### src/rtl/pwr_domain_seq.sv
// Power-domain sequencer: walks a switchable domain through isolate, save,
// switch-off, switch-on, settle, restore and de-isolate, watching a
// synchronised power-good from the switch. All outputs are registered.
//
// Handshake: pwr_down_req_i / pwr_up_req_i are levels, sampled only in ON
// (down alone) and OFF (up alone); anything else, in any other state, is
// ignored, and a level still high when ON/OFF is reached is taken then.
module pwr_domain_seq #(
  parameter int ISO_CYC    = 4,
  parameter int SETTLE_CYC = 8,
  parameter int PGOOD_TO   = 64,
  parameter int RST_ON     = 1
) (
  input  logic       clk_i,
  input  logic       rst_i,
  input  logic       pwr_down_req_i,
  input  logic       pwr_up_req_i,
  input  logic       pgood_i,
  output logic       psw_en_o,
  output logic       iso_en_o,
  output logic       save_o,
  output logic       restore_o,
  output logic       dom_rst_o,
  output logic       on_o,
  output logic       off_o,
  output logic       timeout_o,
  output logic [3:0] dbg_state_o
);

  localparam logic [3:0] S_ON      = 4'd0;
  localparam logic [3:0] S_ISO     = 4'd1;
  localparam logic [3:0] S_SAVE    = 4'd2;
  localparam logic [3:0] S_PSW_OFF = 4'd3;
  localparam logic [3:0] S_OFF     = 4'd4;
  localparam logic [3:0] S_PSW_ON  = 4'd5;
  localparam logic [3:0] S_SETTLE  = 4'd6;
  localparam logic [3:0] S_RESTORE = 4'd7;
  localparam logic [3:0] S_DEISO   = 4'd8;

  localparam logic [3:0] S_RESET     = (RST_ON != 0) ? S_ON : S_OFF;
  // Counter is 0 in the first cycle of a state, so "N cycles" ends at N-1.
  localparam logic [9:0] ISO_LAST    = 10'(ISO_CYC - 1);
  localparam logic [9:0] SETTLE_LAST = 10'(SETTLE_CYC - 1);
  localparam logic [9:0] TO_LAST     = 10'(PGOOD_TO - 1);

  logic [3:0] state_q;
  logic [3:0] state_d;
  logic [9:0] cnt_q;
  logic       pg_meta_q;
  logic       pg_s_q;
  logic       timeout_d;
  logic       down_req;
  logic       up_req;

  // Output bundle order: {psw, iso, save, restore, dom_rst, on, off}.
  function automatic logic [6:0] decode(input logic [3:0] s);
    logic [6:0] o;
    o = 7'b0100101;
    case (s)
      S_ON:      o = 7'b1000010;
      S_ISO:     o = 7'b1100000;
      S_SAVE:    o = 7'b1110000;
      S_PSW_OFF: o = 7'b0100100;
      S_OFF:     o = 7'b0100101;
      S_PSW_ON:  o = 7'b1100100;
      S_SETTLE:  o = 7'b1100100;
      S_RESTORE: o = 7'b1101000;
      S_DEISO:   o = 7'b1100000;
      default:   o = 7'b0100101;
    endcase
    return o;
  endfunction

  assign down_req    = pwr_down_req_i & ~pwr_up_req_i;
  assign up_req      = pwr_up_req_i & ~pwr_down_req_i;
  assign dbg_state_o = state_q;

  // Two-flop synchroniser for the asynchronous power-good.
  always_ff @(posedge clk_i) begin
    if (rst_i) begin
      pg_meta_q <= 1'b0;
      pg_s_q    <= 1'b0;
    end else begin
      pg_meta_q <= pgood_i;
      pg_s_q    <= pg_meta_q;
    end
  end

  // Next-state and sticky-timeout decision.
  always_comb begin
    state_d   = state_q;
    timeout_d = timeout_o;
    case (state_q)
      S_ON: begin
        if (down_req) begin
          state_d   = S_ISO;
          timeout_d = 1'b0;
        end
      end
      S_ISO: begin
        if (cnt_q == ISO_LAST) state_d = S_SAVE;
      end
      S_SAVE: state_d = S_PSW_OFF;
      S_PSW_OFF: begin
        if (!pg_s_q) begin
          state_d = S_OFF;
        end else if (cnt_q == TO_LAST) begin
          state_d   = S_OFF;
          timeout_d = 1'b1;
        end
      end
      S_OFF: begin
        if (up_req) begin
          state_d   = S_PSW_ON;
          timeout_d = 1'b0;
        end
      end
      S_PSW_ON: begin
        if (pg_s_q) begin
          state_d = S_SETTLE;
        end else if (cnt_q == TO_LAST) begin
          state_d   = S_OFF;
          timeout_d = 1'b1;
        end
      end
      S_SETTLE: begin
        // A power-good drop while settling is treated as a failed power-up.
        if (!pg_s_q) begin
          state_d   = S_OFF;
          timeout_d = 1'b1;
        end else if (cnt_q == SETTLE_LAST) begin
          state_d = S_RESTORE;
        end
      end
      S_RESTORE: state_d = S_DEISO;
      S_DEISO: begin
        if (cnt_q == ISO_LAST) state_d = S_ON;
      end
      default: state_d = S_RESET;
    endcase
  end

  // State, shared saturating wait counter and timeout flag.
  always_ff @(posedge clk_i) begin
    if (rst_i) begin
      state_q   <= S_RESET;
      cnt_q     <= 10'd0;
      timeout_o <= 1'b0;
    end else begin
      state_q   <= state_d;
      timeout_o <= timeout_d;
      if (state_d != state_q) begin
        cnt_q <= 10'd0;
      end else if (cnt_q != 10'h3FF) begin
        cnt_q <= cnt_q + 10'd1;
      end
    end
  end

  // Outputs are registered from the next state so they align with state_q.
  always_ff @(posedge clk_i) begin
    if (rst_i) begin
      {psw_en_o, iso_en_o, save_o, restore_o, dom_rst_o, on_o, off_o} <= decode(S_RESET);
    end else begin
      {psw_en_o, iso_en_o, save_o, restore_o, dom_rst_o, on_o, off_o} <= decode(state_d);
    end
  end

endmodule

### config.mk
export PLATFORM = sky130hd
export DESIGN_NAME = pwr_domain_seq
export DESIGN_NICKNAME = d
export VERILOG_FILES = /design/src/rtl/pwr_domain_seq.sv
export SDC_FILE = /design/constraint.sdc
export NUM_CORES = 1
export LEC_CHECK = 0
export CELL_PAD_IN_SITES_DETAIL_PLACEMENT = 1
export CELL_PAD_IN_SITES_GLOBAL_PLACEMENT = 1
export CORE_ASPECT_RATIO = 1.75
export CORE_UTILIZATION = 42
export DETAILED_ROUTE_END_ITERATION = 10
export DONT_BUFFER_PORTS = 1
export PLACE_DENSITY_LB_ADDON = 0.1
export SLEW_MARGIN = 20
export SYNTH_ARGS = -nofsm -noshare
export SYNTH_HDL_FRONTEND = slang
export SYNTH_SLANG_ARGS = --single-unit
export TNS_END_PERCENT = 1
### constraint.sdc
create_clock -name clk_i -period 2.2 [get_ports clk_i]
set_input_delay 0.22 -clock clk_i [delete_from_list [all_inputs] [get_ports clk_i]]
set_output_delay 0.22 -clock clk_i [all_outputs]
set_load 0.05 [all_outputs]
==> out/results.ini <==
[detailed_routing]
drc = 0
drtAntennaViolNets = 0
post_drt_wl_per_cell_um = 19.2
via_count = 1317
viasPerCell = 6.13
wl_um = 4140
dr.pass1.iters = 4
first_iter_violations = 20

[floorplan]
die-area_mm2 = 0.00342
io_pins = 17
rows = 26
core_area_mm2 = 0.00296
start_util = 0.452
fp.dieW_um = 44.7
dieHeight_um = 76.7

[clocking]
cts_sinks = 24
clock_latency_ns = 0.27
htreeDepth = 1
cts_tree = built
cts_inserted_buffers = 3
cts-root-buf = clkbuf_8
clock_path_buffers = 2
clk_pin_slew_ns = 0.09

[global_route]
grt_max_degree = 17
overflow = 0
grt_pass1_wl_um = 6590
antenna_found_initial = 0
grt_pass1_vias = 1380
grt_usage = 0.257

[synth]
ys.flop_type = dfxtp_1
synth_area_leaders = dfxtp_1 36%, nor3_1 4.5%, nor2_1 3.1%
syn_area_mm2 = 0.00134
synth.area.mux_share = 0.0412
synth_edf_count = 0
yosysUniqueCellTypes = 53
yosysSeqAreaShare = 0.359
async_flop_share = 0
yosysTopAreaCellShare = 0.359
synth-simple-area-share = 0.323
synth_top_family_by_area = simple AND/OR/NAND/NOR gates
synth_most_common_cell = dfxtp_1
yosys_register_bits = 24
syn_inst = 148
yosys.area.top_type = dfxtp_1
synth_fa_ha_area_frac = 0.00935
synth_compound_area_frac = 0.199
avgSynthCellArea_um2 = 9.04
synth_warnings = 0
synth_nets = 154
synthTopCellsByCount = 24 x dfxtp_1, 12 x nor3_1, 11 x nor2_1
synth_xor_area_frac = 0.0262

[sta]
setup_viol = 1
rsz0062_at_grt = yes
setup_slack_ns = -0.00664
timing.final.max_slew_violations = 0
fin_crit_ns = 2.21
max_freq_mhz = 453
clock_skew_ns = 0.00673
relSlewSlack = 0.662
hold_viol = 0
min_period_over_period = 1.00
worst_pin_slew_ns = 0.507

[pwr]
leakage_nw = 0.585
powerDensity_mw_per_mm2 = 533
ir_drop_v = 0.000305

[setup_path]
reg2reg_from = cnt_q[6]$_SDFFE_PP0P_
cp-start-kind = flip-flop
crit_chain = or4_4, or3_4, a311oi_4, nor2_4, mux2_4
crit_buf_inv = 0
critPathMaxStageDelay_ns = 0.59
critPathTopFamily = simple AND/OR/NAND/NOR gates
end_kind = flip-flop
slowest_stage = or4_4
critPathMaxFanout = 6
worstPathArrival_ns = 2.38
startpoint = cnt_q[6]$_SDFFE_PP0P_
cp.required_ns = 2.37
setup.worst_path.class = flip-flop to flip-flop

[placement]
place.gp.congestion = 0.813
place_hpwl_um = 2940
dp.cells = 205
port_buffers = 0
dp_slack_ns = -0.00646

[run_status]
violations = setup timing
status = finished, violations left

[min_path]
hp-class = primary input to flip-flop
worstHoldStart = rst_i

[layout]
syn_to_final_growth_pct = 27.3
diodes = 0
layout.nets = 180
drive_gt1_frac = 0.324
final-instance-count-excl-fill = 215
fillers = 347

[job]
cap_violations = 0

-- sequential cells by signal, indices dropped and copies added, names as in the netlist --
signal / count
dom_rst_o: 1
psw_en_o: 1
on_o: 1
off_o: 1
restore_o: 1
cnt_q: 10
timeout_o: 1
iso_en_o: 1
pg_meta_q: 1
pg_s_q: 1
dbg_state_o: 4
save_o: 1
-- area by class of cell --
class,instances,area [um2],area share
Multi-Input combinational cell,112,871,0.511
Timing Repair Buffer,28,215,0.126
Tap cell,42,52.6,0.0309
Sequential cell,24,490,0.288
Clock buffer,4,55.1,0.0323
Inverter,5,18.8,0.0110
-- path summary, 6_finish.rpt --
check | end | slack (ns) | depth (start not counted)
setup / recovery | psw_en_o$_SDFF_PP1_ | -0.007 | 5
hold / removal | restore_o$_SDFF_PP0_ | 0.01 | 1
setup reg to reg | psw_en_o$_SDFF_PP1_ | -0.007 | 5
hold reg to reg | pg_s_q$_SDFF_PP0_ | 0.45 | 1
-- power breakdown --
| part | leakage, nW | internal, mW | switching [mW] |
|---|---|---|---|
| combinational | 0.359 | 0.0530 | 0.0697 |
| clock | 0.0288 | 0.160 | 0.148 |
| sequential | 0.198 | 0.448 | 0.0284 |
-- metrics by stage --
stage | setup TNS [ns] | hold WS, ns | utilization | cell area, um2 | total power, mW
after CTS | -0.0184 | 0.00311 | 0.558 | 1650 | 0.904
after global routing | -0.183 | 0.00231 | 0.575 | 1700 | 0.951
after detailed placement | -0.0110 | 0.289 | 0.527 | 1560 | 0.592
after floorplan | 0 | 0.348 | - | 1380 | 0.561
final | -0.00664 | 0.0142 | 0.575 | 1700 | 0.907
after global placement | 0 | 0.288 | 0.527 | 1560 | 0.587
-- what timing repair did --
item                                    CTS  global route
resized for setup                         2             5
hold endpoints to repair                  1             5
endpoints found under the setup margin    2             6
pin swaps                                 4             2
hold buffers                              1             1
setup buffers                             2             1
cloned                                    0             1
-- routing by layer --
metal / vias up / part of all wire / track usage
met5: - / 0 / 0
met3: 13 / 0.015 / 0.0235
met2: 21 / 0.60 / 0.499
li1: 625 / - / -
met4: 0 / 0.033 / 0.118
met1: 658 / 0.35 / 0.249
-- layout by cell type (no fill, tap or decap), types with 2 or more instances in the layout --
master         count
clkbuf_8           4
buf_4             26
nor4_1             3
nand2b_1           3
inv_1              5
nor3b_1            2
nor4_2             3
o31ai_1            3
nor3_1            11
nand3_1            7
dfxtp_2            5
or4_1              2
o211ai_1           2
o21ai_0            2
nand4_1            2
mux2i_1            4
a31oi_1            2
dfxtp_1           18
nor2b_1            6
xnor2_1            3
or3_1              2
nand2_1            5
nand3b_1           2
or4_4              3
a21oi_1            4
dlygate4sd3_1      2
nor2_1            11
-- cells by family (layout without fill, tap and decap cells) --
logic type | count (synthesis) | after routing
AOI/OAI and AO/OA | 31 | 31
xor gates and xnor gates | 4 | 4
adders and majority gates | 1 | 1
buffers and inverters | 13 | 37
DFF | 24 | 24
muxes | 5 | 5
and+or+nand+nor | 70 | 71
No activity file was read; power rests on OpenSTA's default activity.
